[src/rtl/adder_serial_acc.sv]
// adder_serial_acc: multi-cycle ripple-carry adder with an accumulator.
// Operands are accepted through a valid/ready handshake, added CHUNK bits
// per cycle from the LSB slice upward, and the result (sum, carry, signed
// overflow) is offered through a second valid/ready handshake. In
// accumulate mode the last consumed result replaces operand A.
// Optional feature macro: ADDER_SUB_EN adds the `sub` port (A - B).

module adder_serial_acc #(
    parameter int WIDTH = 8,
    parameter int CHUNK = 2
) (
    input  logic             clk,
    input  logic             rst,
    input  logic             in_valid,
    output logic             in_ready,
    input  logic [WIDTH-1:0] a,
    input  logic [WIDTH-1:0] b,
    input  logic             acc_mode,
`ifdef ADDER_SUB_EN
    input  logic             sub,
`endif
    output logic             out_valid,
    input  logic             out_ready,
    output logic [WIDTH-1:0] sum,
    output logic             cout,
    output logic             ovf
);

    localparam int STEPS = WIDTH / CHUNK;
    localparam int IDX_W = (STEPS > 1) ? $clog2(STEPS) : 1;
    localparam logic [IDX_W-1:0] LAST_IDX = IDX_W'(STEPS - 1);

    if (WIDTH < 2 || CHUNK < 1 || (WIDTH % CHUNK) != 0) begin : g_bad_params
        $error("adder_serial_acc: WIDTH must be >= 2 and a multiple of CHUNK");
    end

    typedef enum logic [1:0] {
        IDLE = 2'd0,
        RUN  = 2'd1,
        DONE = 2'd2
    } state_t;

    state_t state, state_nxt;

    logic [WIDTH-1:0] op_a;       // latched operand A (a or acc)
    logic [WIDTH-1:0] op_b;       // latched operand B' (after optional inversion)
    logic [WIDTH-1:0] part;       // partial result, filled slice by slice
    logic [WIDTH-1:0] acc;        // last consumed result
    logic [IDX_W-1:0] idx;        // slice currently being added
    logic             carry;      // ripple carry between slices

    logic             accept;
    logic             last_step;
    logic [CHUNK-1:0] slice_a;
    logic [CHUNK-1:0] slice_b;
    logic [CHUNK:0]   slice_sum;
    logic [WIDTH-1:0] part_nxt;
    logic [WIDTH-1:0] b_eff;
    logic             carry_init;

    assign accept = in_valid & in_ready;

    // Operand B as it enters the adder, and the carry the first slice sees.
`ifdef ADDER_SUB_EN
    assign b_eff      = sub ? ~b : b;
    assign carry_init = sub;
`else
    assign b_eff      = b;
    assign carry_init = 1'b0;
`endif

    // State register.
    always_ff @(posedge clk) begin
        // NOTE: sequential state uses non-blocking assignments so every
        // register samples pre-edge values regardless of block ordering.
        if (rst) begin
            state <= IDLE;
        end else begin
            state <= state_nxt;
        end
    end

    // Next-state logic: one pass through RUN per operation, held in DONE
    // until the consumer takes the result.
    always_comb begin
        // NOTE: default assignment first so no path leaves state_nxt
        // unassigned, which would otherwise infer a latch.
        state_nxt = state;
        case (state)
            IDLE:    if (accept)               state_nxt = RUN;
            RUN:     if (last_step)            state_nxt = DONE;
            DONE:    if (out_valid & out_ready) state_nxt = IDLE;
            default:                           state_nxt = IDLE;
        endcase
    end

    // Handshake outputs are pure functions of the state.
    always_comb begin
        in_ready  = (state == IDLE);
        out_valid = (state == DONE);
    end

    // One CHUNK-bit slice of the ripple add, merged into the partial result.
    always_comb begin
        slice_a   = op_a[int'(idx)*CHUNK +: CHUNK];
        slice_b   = op_b[int'(idx)*CHUNK +: CHUNK];
        slice_sum = {1'b0, slice_a} + {1'b0, slice_b} + {{CHUNK{1'b0}}, carry};
        part_nxt  = part;
        part_nxt[int'(idx)*CHUNK +: CHUNK] = slice_sum[CHUNK-1:0];
        last_step = (idx == LAST_IDX);
    end

    // Datapath: latch operands on acceptance, ripple through the slices,
    // publish the result on the last slice and update acc on consumption.
    always_ff @(posedge clk) begin
        if (rst) begin
            op_a  <= '0;
            op_b  <= '0;
            part  <= '0;
            acc   <= '0;
            idx   <= '0;
            carry <= 1'b0;
            sum   <= '0;
            cout  <= 1'b0;
            ovf   <= 1'b0;
        end else begin
            case (state)
                IDLE: begin
                    if (accept) begin
                        op_a  <= acc_mode ? acc : a;
                        op_b  <= b_eff;
                        carry <= carry_init;
                        idx   <= '0;
                    end
                end
                RUN: begin
                    part  <= part_nxt;
                    carry <= slice_sum[CHUNK];
                    idx   <= idx + IDX_W'(1);
                    if (last_step) begin
                        sum  <= part_nxt;
                        cout <= slice_sum[CHUNK];
                        ovf  <= (op_a[WIDTH-1] == op_b[WIDTH-1]) &
                                (part_nxt[WIDTH-1] != op_a[WIDTH-1]);
                    end
                end
                DONE: begin
                    if (out_ready) begin
                        acc <= sum;
                    end
                end
                default: ;
            endcase
        end
    end

endmodule

[config.mk]
export PLATFORM = sky130hd
export DESIGN_NAME = adder_serial_acc
export DESIGN_NICKNAME = d
export VERILOG_FILES = /design/src/rtl/adder_serial_acc.sv
export SDC_FILE = /design/constraint.sdc
export NUM_CORES = 1
export LEC_CHECK = 0
export BUFFER_PORTS_ARGS = -buffer_cell sky130_fd_sc_hd__buf_2
export CORE_MARGIN = 2
export CORE_UTILIZATION = 45
export DETAILED_ROUTE_END_ITERATION = 10
export PLACE_DENSITY = 0.73
export SETUP_SLACK_MARGIN = 0.02
export SYNTH_ARGS = -nofsm -noshare
export SYNTH_HDL_FRONTEND = slang
export SYNTH_SLANG_ARGS = --single-unit
[constraint.sdc]
create_clock -name clk -period 3.8 [get_ports clk]
set_input_delay 0.76 -clock clk [delete_from_list [all_inputs] [get_ports clk]]
set_output_delay 0.76 -clock clk [all_outputs]
set_load 0.01 [all_outputs]
==> results.json <==
{
  "status": "finished, final reports clean",
  "area_delta_synth_final_pct": 12.98,
  "synth_cells": 224,
  "viasPerCell": 5.201,
  "hold_viol": 0,
  "wl_mm": 4.603,
  "grt-ovfl-total": 0,
  "port_buffers": 32,
  "avgSynthCellArea_sq_um": 10.11,
  "cp_top_family": "adder cells",
  "place_ws_ps": 705.9,
  "clock_sinks": 47,
  "hold_ws_ps": 458.6,
  "fillCellCount": 438,
  "wl_per_cell_microns": 14.47,
  "synthTopCellsByArea": "dfxtp_1 42%, mux2i_1 10%, a211oi_2 7.2%",
  "ant_nets": 0,
  "drive_gt1_frac": 0.2470,
  "dpl.hpwl_mm": 3.172,
  "slew-limit-headroom": 0.3545,
  "fin_cells": 318,
  "critPathCaptureType": "register",
  "synth_area_leader_cell": "dfxtp_1",
  "final_area_sq_um": 2559,
  "drc": 0,
  "cts_post_setup_buffers_inserted": 0,
  "ctsResizeCount": 0,
  "ys_warn_count": 0,
  "ys_types": 35,
  "cellLeakagePower_nw": 1.052,
  "first_global_vias": 1475,
  "grt_busiest_layer": "met2",
  "synth_edf_count": 0,
  "cpMaxStageDelayCell": "dfxtp_1",
  "setup.worst_path.start": "idx[0]$_SDFFE_PP0P_",
  "cts_hold_buf": 0,
  "htree_levels": 2,
  "start_kind": "register",
  "postPlaceCellArea_sq_um": 2426,
  "place_inst": 310,
  "grt_max_degree": 48,
  "multi_input_area_sq_um": 1200,
  "grt.met2_usage": 0.2651,
  "num_vias": 1654,
  "peakVddDrop_v": 0.0002665,
  "worstReg2RegStart": "idx[0]$_SDFFE_PP0P_",
  "worst-setup-path-type": "register to register",
  "root_buffer": "clkbuf_8",
  "min_period_ps": 3109,
  "die_height_microns": 74.94,
  "die_w_microns": 74.94,
  "syn_nets": 253,
  "hp-class": "register to register",
  "period_share": 0.8182,
  "grtUsageMet1": 0.2542,
  "tightestPinTransition_ps": 968.3,
  "grt_pass1_wl_mm": 7.314,
  "yosysSeqAreaShare": 0.4155,
  "clk_pin_slew_ps": 80,
  "first_pass_iters": 4,
  "gp_congestion": 0.7819,
  "worstPathArrival_ps": 3320,
  "worst_slack_ps": 690.7,
  "cts.path.max_buffers": 2,
  "cts_tree": "yes",
  "ys_ff_latch": 47,
  "cp.required_ps": 4010,
  "min_from": "op_b[5]$_SDFFE_PP0P_",
  "ys.flop_type": "dfxtp_1",
  "cts_buffers": 5,
  "track_usage": 0.1766,
  "final_util": 0.5346,
  "critPathMostFrequentCell": "fa_1",
  "rsz0062_at_grt": "no",
  "drt_iter0_drc": 81,
  "cp_max_fo": 17,
  "async_flop_share": 0,
  "synth_top_area_share": 0.4155,
  "n_antenna_cell": 0,
  "path_cells": "mux4_1, fa_1, inv_1, fa_1, nor4b_2, a21oi_1, a211oi_1",
  "die_area_sq_um": 5616,
  "p_total_mw": 1.094,
  "antenna_found_initial": 0,
  "syn_area_sq_um": 2265,
  "slew_violations": 0,
  "max_freq_mhz": 321.6,
  "grt_use_met3": 0.04016,
  "num_io_pins": 33,
  "setup_violations": 0,
  "worst_clock_skew_ps": 5.655,
  "p_per_area_nw_per_um2": 427.7,
  "critical-path-max-stage-delay_ps": 690,
  "synth.most_common_cell": "dfxtp_1",
  "rows": 25,
  "maxCapViolCount": 0,
  "worst-path-buf-inv": 1,
  "coreArea_sq_um": 4786,
  "nNetsFinal": 279,
  "start_util": 0.4732,
  "seq_area_sq_um": 940.9,
  "insertion_delay_ps": 300,
  "synth_common_cells": "47 x dfxtp_1, 35 x nor2_1, 23 x mux2i_1, 19 x nand2_1, 14 x a21oi_1",
  "setup_tns_ps": 0
}
[worst paths after layout]
kind	to	slack [ps]	depth (start not counted)
setup / recovery	part[7]$_SDFFE_PP0P_	690	7
setup reg to reg	part[7]$_SDFFE_PP0P_	690	7
hold reg to reg	op_b[5]$_SDFFE_PP0P_	460	2
hold / removal	op_b[5]$_SDFFE_PP0P_	460	2
[area by class of cell]
cell class | count | share of cell area
clock buffers | 6 | 0.02836
multi-input cells | 156 | 0.4689
flip-flops and latches | 47 | 0.3677
clock inverters | 2 | 0.02347
repair buffers | 35 | 0.07139
well taps | 67 | 0.03276
inverters | 5 | 0.007335
[state kept, by name, summed over array words and instances, names as in the netlist]
name	cells
acc	8
sum	8
state	2
cout	1
part	8
carry	1
ovf	1
op_b	8
op_a	8
idx	2
[placed cells by master, fill, tap and decap left out]
cell type / count
nor4b_1: 2
fa_1: 2
mux4_1: 2
a21oi_1: 14
buf_4: 3
and4bb_2: 3
and4b_1: 1
nor2b_1: 4
clkbuf_1: 1
mux2i_1: 23
dfxtp_1: 47
o21ai_0: 1
inv_1: 5
nand3_1: 3
bufinv_16: 2
or3b_1: 1
nor4bb_1: 1
and3b_1: 1
nor3b_1: 1
o21bai_1: 1
a211oi_1: 12
a211oi_2: 13
nand2b_1: 3
mux4_2: 2
nor4b_2: 1
buf_2: 32
a211o_1: 1
ha_1: 6
clkbuf_8: 5
a221oi_1: 1
nand2_1: 19
nand3b_1: 2
nor2_1: 35
nor3b_2: 1
[worst reg2reg max path, cell delays in order, from the launching register on]
cell      delay (ps)
dfxtp_1          690
mux4_1           650
fa_1             370
inv_1             70
fa_1             480
nor4b_2          360
a21oi_1          160
a211oi_1         240
[kinds of logic (layout without fill, tap and decap cells)]
group | Yosys count | after routing | share of synthesized area
buffers and inverters | 21 | 48 | 0.05469
AND/OR/NAND/NOR | 78 | 78 | 0.1785
adder cells (fa/ha/maj) | 8 | 8 | 0.05083
flip-flops | 47 | 47 | 0.4155
multiplexers | 27 | 27 | 0.1447
AO/OA/AOI/OAI | 43 | 43 | 0.1558
[where the power goes]
part | internal (mW) | switching (mW)
clock | 0.263 | 0.164
sequential | 0.515 | 0.0186
combinational | 0.0598 | 0.0744
[layer usage]
metal	wire, microns	part of all wire	vias up
met1	2168	0.47	769
met4	54	0.012	0
li1	-	-	840
met2	2129	0.46	39
met3	250	0.054	6
met5	0	0	-
Power figures use the tool's default switching activity.
